### src/rtl/axi_lite_pkg.sv
// Shared AXI-Lite types and helpers for the register slave.
// Response codes and byte-lane merge.
package axi_lite_pkg;

  typedef enum logic [1:0] {
    RESP_OKAY   = 2'b00,
    RESP_SLVERR = 2'b10
  } resp_t;

  // Widest supported word is 64 bits; callers zero-extend and truncate.
  function automatic logic [63:0] apply_strb(
    input logic [63:0] old_word,
    input logic [63:0] new_word,
    input logic [7:0]  strb
  );
    logic [63:0] res;
    res = old_word;
    for (int b = 0; b < 8; b++) begin
      if (strb[b]) res[b*8 +: 8] = new_word[b*8 +: 8];
    end
    return res;
  endfunction

endpackage

### src/rtl/axi_lite_wr_ctrl.sv
// AXI-Lite write control: AW/W hold flags, commit and B channel.
// Produces a one-cycle commit request for the register array.
module axi_lite_wr_ctrl
  import axi_lite_pkg::*;
#(
  parameter int ADDR_W   = 12,
  parameter int DATA_W   = 32,
  parameter int NUM_REGS = 16
) (
  input  logic                clk,
  input  logic                rst_n,
  input  logic                aw_valid,
  output logic                aw_ready,
  input  logic [ADDR_W-1:0]   aw_addr,
  input  logic                w_valid,
  output logic                w_ready,
  input  logic [DATA_W-1:0]   w_data,
  input  logic [DATA_W/8-1:0] w_strb,
  output logic                b_valid,
  input  logic                b_ready,
  output resp_t               b_resp,
  output logic                wr_en,
  output logic [ADDR_W-1:0]   wr_idx,
  output logic [DATA_W-1:0]   wr_data,
  output logic [DATA_W/8-1:0] wr_strb
);

  localparam int OFFS = $clog2(DATA_W / 8);

  logic                aw_hold;
  logic                w_hold;
  logic [ADDR_W-1:0]   addr_q;
  logic [DATA_W-1:0]   data_q;
  logic [DATA_W/8-1:0] strb_q;
  logic                aw_hs;
  logic                w_hs;
  logic                commit;
  logic                in_range;
  logic [ADDR_W-1:0]   cur_addr;

  assign aw_ready = !aw_hold && !b_valid;
  assign w_ready  = !w_hold && !b_valid;
  assign aw_hs    = aw_valid && aw_ready;
  assign w_hs     = w_valid && w_ready;
  assign commit   = (aw_hold || aw_hs) && (w_hold || w_hs);

  assign cur_addr = aw_hold ? addr_q : aw_addr;
  assign wr_idx   = cur_addr >> OFFS;
  assign wr_data  = w_hold ? data_q : w_data;
  assign wr_strb  = w_hold ? strb_q : w_strb;
  assign in_range = {1'b0, wr_idx} < (ADDR_W + 1)'(NUM_REGS);
  assign wr_en    = commit && in_range;

  always_ff @(posedge clk or negedge rst_n) begin
    if (!rst_n) begin
      aw_hold <= 1'b0;
      w_hold  <= 1'b0;
      addr_q  <= '0;
      data_q  <= '0;
      strb_q  <= '0;
      b_valid <= 1'b0;
      b_resp  <= RESP_OKAY;
    end else begin
      if (aw_hs) addr_q <= aw_addr;
      if (w_hs) begin
        data_q <= w_data;
        strb_q <= w_strb;
      end
      if (commit) begin
        aw_hold <= 1'b0;
        w_hold  <= 1'b0;
        b_valid <= 1'b1;
        b_resp  <= in_range ? RESP_OKAY : RESP_SLVERR;
      end else begin
        if (aw_hs) aw_hold <= 1'b1;
        if (w_hs) w_hold <= 1'b1;
        if (b_valid && b_ready) b_valid <= 1'b0;
      end
    end
  end

endmodule

### src/rtl/axi_lite_reg_slave.sv
// AXI-Lite register bank endpoint with per-register write pulses.
// Read path and register array live here; writes go through wr_ctrl.
module axi_lite_reg_slave
  import axi_lite_pkg::*;
#(
  parameter int              ADDR_W    = 12,
  parameter int              DATA_W    = 32,
  parameter int              NUM_REGS  = 16,
  parameter logic [DATA_W-1:0] RESET_VAL = '0
) (
  input  logic                       clk,
  input  logic                       rst_n,
  input  logic                       aw_valid,
  output logic                       aw_ready,
  input  logic [ADDR_W-1:0]          aw_addr,
  input  logic                       w_valid,
  output logic                       w_ready,
  input  logic [DATA_W-1:0]          w_data,
  input  logic [DATA_W/8-1:0]        w_strb,
  output logic                       b_valid,
  input  logic                       b_ready,
  output logic [1:0]                 b_resp,
  input  logic                       ar_valid,
  output logic                       ar_ready,
  input  logic [ADDR_W-1:0]          ar_addr,
  output logic                       r_valid,
  input  logic                       r_ready,
  output logic [DATA_W-1:0]          r_data,
  output logic [1:0]                 r_resp,
  output logic [NUM_REGS*DATA_W-1:0] reg_q,
  output logic [NUM_REGS-1:0]        wr_pulse
);

  localparam int OFFS = $clog2(DATA_W / 8);

  logic [DATA_W-1:0]   regs [NUM_REGS];
  resp_t               b_resp_t;
  logic                wr_en;
  logic [ADDR_W-1:0]   wr_idx;
  logic [DATA_W-1:0]   wr_data;
  logic [DATA_W/8-1:0] wr_strb;
  logic [ADDR_W-1:0]   ar_idx;
  logic                ar_ok;
  logic                ar_hs;
  logic [DATA_W-1:0]   rd_word;

  axi_lite_wr_ctrl #(
    .ADDR_W   (ADDR_W),
    .DATA_W   (DATA_W),
    .NUM_REGS (NUM_REGS)
  ) u_wr_ctrl (
    .clk      (clk),
    .rst_n    (rst_n),
    .aw_valid (aw_valid),
    .aw_ready (aw_ready),
    .aw_addr  (aw_addr),
    .w_valid  (w_valid),
    .w_ready  (w_ready),
    .w_data   (w_data),
    .w_strb   (w_strb),
    .b_valid  (b_valid),
    .b_ready  (b_ready),
    .b_resp   (b_resp_t),
    .wr_en    (wr_en),
    .wr_idx   (wr_idx),
    .wr_data  (wr_data),
    .wr_strb  (wr_strb)
  );

  assign b_resp = b_resp_t;

  always_ff @(posedge clk or negedge rst_n) begin
    if (!rst_n) begin
      for (int i = 0; i < NUM_REGS; i++) regs[i] <= RESET_VAL;
      wr_pulse <= '0;
    end else begin
      wr_pulse <= '0;
      for (int i = 0; i < NUM_REGS; i++) begin
        if (wr_en && wr_idx == ADDR_W'(i)) begin
          regs[i] <= DATA_W'(apply_strb(64'(regs[i]), 64'(wr_data),
                                         8'(wr_strb)));
          if (wr_strb != '0) wr_pulse[i] <= 1'b1;
        end
      end
    end
  end

  for (genvar g = 0; g < NUM_REGS; g++) begin : g_q
    assign reg_q[g*DATA_W +: DATA_W] = regs[g];
  end

  assign ar_ready = !r_valid;
  assign ar_hs    = ar_valid && ar_ready;
  assign ar_idx   = ar_addr >> OFFS;
  assign ar_ok    = {1'b0, ar_idx} < (ADDR_W + 1)'(NUM_REGS);

  // Sampled before this edge's write lands, so same-edge reads see old data.
  always_comb begin
    rd_word = '0;
    for (int i = 0; i < NUM_REGS; i++) begin
      if (ar_idx == ADDR_W'(i)) rd_word = regs[i];
    end
  end

  always_ff @(posedge clk or negedge rst_n) begin
    if (!rst_n) begin
      r_valid <= 1'b0;
      r_data  <= '0;
      r_resp  <= RESP_OKAY;
    end else if (ar_hs) begin
      r_valid <= 1'b1;
      r_data  <= ar_ok ? rd_word : '0;
      r_resp  <= ar_ok ? RESP_OKAY : RESP_SLVERR;
    end else if (r_valid && r_ready) begin
      r_valid <= 1'b0;
    end
  end

endmodule

### config.mk
export PLATFORM = sky130hd
export DESIGN_NAME = axi_lite_reg_slave
export DESIGN_NICKNAME = d
export VERILOG_FILES = /design/src/rtl/axi_lite_pkg.sv /design/src/rtl/axi_lite_wr_ctrl.sv /design/src/rtl/axi_lite_reg_slave.sv
export SDC_FILE = /design/constraint.sdc
export NUM_CORES = 1
export LEC_CHECK = 0
export ABC_AREA = 0
export ABC_CLOCK_PERIOD_IN_PS = 3800
export CAP_MARGIN = 20
export CORE_AREA = 2 2 250 252
export DETAILED_ROUTE_END_ITERATION = 10
export DIE_AREA = 0 0 252 254
export PLACE_DENSITY_LB_ADDON = 0.1
export SETUP_SLACK_MARGIN = 0.1
export SLEW_MARGIN = 15
export SYNTH_ARGS = -nofsm -noshare
export SYNTH_HDL_FRONTEND = slang
export SYNTH_HIERARCHICAL = 1
export SYNTH_SLANG_ARGS = --single-unit
### constraint.sdc
create_clock -name clk -period 3.8 [get_ports clk]
set_input_delay 0.95 -clock clk [delete_from_list [all_inputs] [get_ports clk]]
set_output_delay 0.95 -clock clk [all_outputs]
set_load 0.005 [all_outputs]
==> Word-level counts from Yosys, hierarchy flattened <==
Index checks and enable logic that the tools add are counted.
{ "word_totals": {"elab_cells": 256, "inputBits": 67, "regBits": 616, "output_inout_bits": 569} }
{ "classes": {"muxes": 47, "order_cmp": 2, "n_eq_ne": 30, "reduce_logical": 102} }
{ "op_table": {"columns": ["operator", "count"], "rows": [
  ["32-bit two-way mux", 18],
  ["10-bit by 4-bit == test with 1-bit output, second input constant", 16],
  ["2-bit AND reduction", 64],
  ["10-bit by 3-bit == test with 1-bit output, second input constant", 8],
  ["10-bit by 2-bit == test with 1-bit output, second input constant", 4],
  ["1-bit logical AND", 25],
  ["1-bit two-way mux", 25],
  ["12-bit logical NOT", 2],
  ["10-bit by 1-bit == test with 1-bit output, second input constant", 2],
  ["10-bit by 5-bit < comparator with 1-bit output, second input constant", 2],
  ["12-bit two-way mux", 1],
  ["2-bit nonzero test", 4],
  ["1-bit logical NOT", 4],
  ["2-bit two-way mux", 2],
  ["4-bit two-way mux", 1],
  ["4-bit nonzero test", 1],
  ["1-bit logical OR", 2]
]} }

==> Longest topological paths before layout <==
{ "logic_depth": {"word_depth": 18, "mapped_depth": 10} }

==> Hierarchy <==
The synthesis kept the hierarchy.
{ "by_module_without_submodules": {"columns": ["mod", "seq_area_each_um2", "area_per_inst_um2", "instances", "cells_per_inst"], "rows": [
  ["axi_lite_reg_slave", 14063.5, 26106.3, 1, 2133],
  ["axi_lite_wr_ctrl", 1251.2, 2546.2, 1, 181]
]} }

==> Least setup slack after synthesis <==
No wires, ideal clock.
{ "synth_path": {"path_type": "input to register", "from": "in aw_addr[7]", "to": "reg regs, in the netlist reg_q[449]", "setup_slack_ns": 0.683, "required_ns": 3.672, "t_arrival_ns": 2.989, "path_buffers": 1, "stages": 9, "cell_sequence": "or3_1 -> a222oi_1 -> and2_1 -> and4_1 -> buf_2 -> nand3_2 -> nor2_1 -> nand2_1 -> mux2_1"} }
{ "synth_via": {"elab_chain_len": 5} }
{ "synth_lines": {"columns": ["item", "line", "source"], "rows": [
  ["start: declaration", "axi_lite_reg_slave.sv:15", "input logic [ADDR_W-1:0] aw_addr,"],
  ["12-bit two-way mux", "axi_lite_wr_ctrl.sv:47", "assign cur_addr = aw_hold ? addr_q : aw_addr;"],
  ["10-bit by 5-bit < comparator with 1-bit output", "axi_lite_wr_ctrl.sv:51", "assign in_range = {1'b0, wr_idx} < (ADDR_W + 1)'(NUM_REGS);"],
  ["1-bit logical AND", "axi_lite_wr_ctrl.sv:52", "assign wr_en = commit && in_range;"],
  ["named net wr_en", "axi_lite_reg_slave.sv:38", "logic wr_en;"],
  ["1-bit logical AND", "axi_lite_reg_slave.sv:79", "if (wr_en && wr_idx == ADDR_W'(i)) begin"],
  ["2-bit AND reduction (no line)", null, null],
  ["end signal: indexed assignment", "axi_lite_reg_slave.sv:80", "regs[i] <= DATA_W'(apply_strb(64'(regs[i]), 64'(wr_data),"],
  ["end: declaration", "axi_lite_reg_slave.sv:36", "logic [DATA_W-1:0] regs [NUM_REGS];"]
]} }
The timed path passes the listed nets, and every way through them passes these cells.
A chain may end at the register's enable or synchronous reset.

==> Worst setup path after layout <==
{ "layout_path": {"from": "in aw_addr[7]", "to": "reg regs, in the netlist reg_q[391]"} }
The elaborated chain is that of the path after synthesis.

==> flow_summary.toml <==
[clock_network]
clkLatencyLatePin_ns = 0.62
clk_pin_slew_worst_paths_ns = 0.06
cts_resized = 0
cts_tree = "built"
cts_root_buf = "clkbuf_16"
cts_sinks = 612
cts_buffer_depth = 3
cts_setup_buffers = 0
ctsHoldBuffers = 0
cts_buffers = 68
htreeDepth = 3

[cells_and_area]
final_core_util_pct = 65.10
fill_cells = 4776
fin_cells = 3924
layout.nets = 3147
drive_above_1_share_pct = 30.90
syn_to_final_growth_pct = 39.18

[routing]
drcViolationCount = 0
first_pass_iters = 6
wirelength_um = 131100
vias = 24950
routedWlPerCell_um = 33.40
dr.first_iter.drc_count = 2396
vias_per_cell = 6.358
postRouteAntennaNets = 0

[logic_synthesis]
ys_seq_area_share_pct = 53.45
synth_top_area_cell = "dfrtp_1"
synth-edff-count = 0
synthTopCellsByArea = "dfrtp_1, mux2_2, a21oi_1"
yosysTopAreaCellShare_pct = 53.45
syn-instance-count = 2314
synth_flop_cell = "dfrtp_1"
ys_async_sr_fraction_pct = 100.0
syn_area_per_cell_um2 = 12.38
synthesis.area_mm2 = 0.02865
synth_seq_cells = 612
synth.distinct_cells = 76
yosys_warnings = 6

[placed_design]
place_hpwl_um = 95110
portBuffers = 629
placed_cells = 3800
pre_cts_slack_ns = -0.2826
place.gp.congestion = 0.9370

[run_status]
outcome = "complete, no violations"

[power]
p_leak_nw = 18.29
ir_worst_vdd_v = 0.0003015
seq_power_share_pct = 42.1
swShare_pct = 29.84
internal-power_mw = 11.57
p_clk_share_pct = 40.5
power_density_mw_per_mm2 = 413.7
pwr-share-comb_pct = 17.3
p_switching_mw = 4.923
p_total_mw = 16.50

[grt]
grt-ovfl-total = 0
grt_max_degree = 91
grt_pass1_vias = 24871
grt_antenna_before_repair = 4
grt_usage_pct = 40.30
grt_pass1_wl_um = 183200

[setup_path]
reg2reg_depth = 10
arrival_ns = 3.99
crit_cells = 11
slowest_delay_ns = 0.44
setup.worst_path.end_class = "register"
cp_slowest_cell = "clkdlybuf4s50_1"
setup.worst_path.start_class = "input port"
path_buf_inv = 3
required_ns = 4.29
crit_family = "simple AND/OR/NAND/NOR gates"
path_class = "input port to register"
crit_fanout = 8
cp_cell_sequence = "clkdlybuf4s50_1 -> or3_1 -> a222oi_1 -> buf_4 -> and2_1 -> and4_1 -> nand3_2 -> nor3_4 -> buf_12 -> nand2_2 -> mux2_1"

[floorplanning]
die_h_um = 254
initial_utilization_pct = 46.77
fp-row-count = 91
die_x_um = 252
dieArea_mm2 = 0.06401
core_area_mm2 = 0.06126
ios = 636

[timing]
fin_crit_ns = 3.504
skew_ns = 0.01624
worstMarginPinSlew_ns = 1.010
setup_ws_ns = 0.2961
fin_crit_sh_pct = 92.21
final-hold-violation-count = 0
final.setup.tns_ns = 0
final_max_slew_viol_count = 0
slew-limit-headroom_pct = 32.43
setup_viol = 0
rsz0062_at_grt = "no"
clock.fmax_mhz = 285.4

[job]
timing.max_cap.violations = 0

[worst_hold_path]
hold_class = "input port to async pin"
## layer usage
layer	GRT usage (%)	share of wire [%]	wire (µm)
met1	48.98	37	48140
met2	66.08	48	62630
met3	11.39	10	13070
met4	19.73	5.5	7214
met5	0	0.021	27
## logic make-up (layout without fill, tap and decap cells)
group	Yosys count	after routing	share of synthesized area, %
AOI/OAI and AO/OA	462	462	10.85
buffers and inverters	175	992	2.777
DFF	612	612	53.45
muxes	678	678	26.73
and+or+nand+nor	385	385	6.162
other	2	5	0.02621
## power groups by stage
stage	Sequential [mW]	Combinational, mW	Clock (mW)
floorplan	7.01	1.68	0
global placement	7.03	2.72	0
detailed placement	7.06	2.78	0
CTS	6.95	2.79	6.72
global route	6.98	2.96	6.96
finish	6.95	2.86	6.68
## through the flow
step | hold slack, ns | cell area (µm²)
floorplan | 0.4522 | 28660
global placement | 0.4618 | 37650
detailed placement | 0.4782 | 37650
CTS | 0.3976 | 39880
global route | 0.3878 | 39880
finish | 0.3446 | 39880
## synthesized netlist by cell type (9+ instances only)
| master | number |
|---|---|
| a211oi_1 | 29 |
| o221ai_1 | 31 |
| mux2_1 | 43 |
| o22ai_1 | 28 |
| o31ai_1 | 14 |
| nor3_1 | 29 |
| and2_1 | 12 |
| a22oi_1 | 22 |
| a21oi_1 | 123 |
| o2bb2ai_1 | 14 |
| nand2_1 | 140 |
| buf_2 | 63 |
| a2111oi_0 | 9 |
| mux2_2 | 585 |
| nor2b_1 | 16 |
| mux2i_1 | 43 |
| dfrtp_1 | 612 |
| nand2b_1 | 12 |
| inv_1 | 11 |
| o21ai_0 | 86 |
| clkbuf_1 | 82 |
| nand3_1 | 12 |
| a31oi_1 | 15 |
| a221oi_1 | 17 |
| nor2_1 | 123 |
| nor4_1 | 9 |
## registers in the layout, summed over array words and instances, names as in the netlist, 4 cells and up
name              cells
wr_pulse             16
u_wr_ctrl/data_q     32
u_wr_ctrl/strb_q      4
reg_q               512
r_data               32
u_wr_ctrl/addr_q     10
## cell type report
class | instances | area (µm²) | share of cell area (%)
timing repair buffer | 857 | 8733 | 21.90
inverter | 12 | 45.04 | 0.1130
clock buffer | 96 | 1958 | 4.910
clock inverter | 27 | 262.8 | 0.6589
antenna | 1 | 2.502 | 0.006275
multi-input combinational | 1529 | 12570 | 31.53
sequential | 612 | 15320 | 38.41
tap | 790 | 988.4 | 2.479
## worst paths after layout
check	startpoint	end	slack, ns
worst min register to register	r_data[17]	r_data[17]	0.49
worst max register to register	u_wr_ctrl/aw_hold	reg_q[391]	0.51
worst min-delay path	rst_n	u_wr_ctrl/b_valid	0.34
worst max-delay path	aw_addr[7]	reg_q[391]	0.30
max in group asynchronous	rst_n	reg_q[328]	2.33
min in group clk	r_data[17]	r_data[17]	0.49
## worst register-to-register path: stages, from the launching register on
cell	delay, ns
dfrtp_1	0.44
buf_4	0.22
or4_1	0.54
o22ai_1	0.20
and2_1	0.16
and4_1	0.34
nand3_2	0.25
nor3_4	0.22
buf_12	0.15
nand2_2	0.23
mux2_1	0.42
## cells in the final DEF (no fill, tap or decap), types with 12 or more instances in the layout
master           Yosys  final
mux2_1              43     43
o31ai_1             14     14
nor2_1             123    122
dfrtp_1            612    611
a21oi_1            123    123
nand3_1             12     12
nor2b_1             16     12
clkbuf_8             0     13
nor3_1              29     29
o22ai_1             28     28
nand2_1            140    140
buf_12               0     58
mux2i_1             43     43
mux2_2             585    585
clkdlybuf4s50_1      0    624
clkbuf_16            0     69
a22oi_1             22     22
o221ai_1            31     31
clkbuf_1            82     14
clkinv_2             0     15
o2bb2ai_1           14     14
a31oi_1             15     15
a221oi_1            17     17
a211oi_1            29     29
buf_4                6    171
o21ai_0             86     86
No activity file was read; power rests on OpenSTA's default activity.
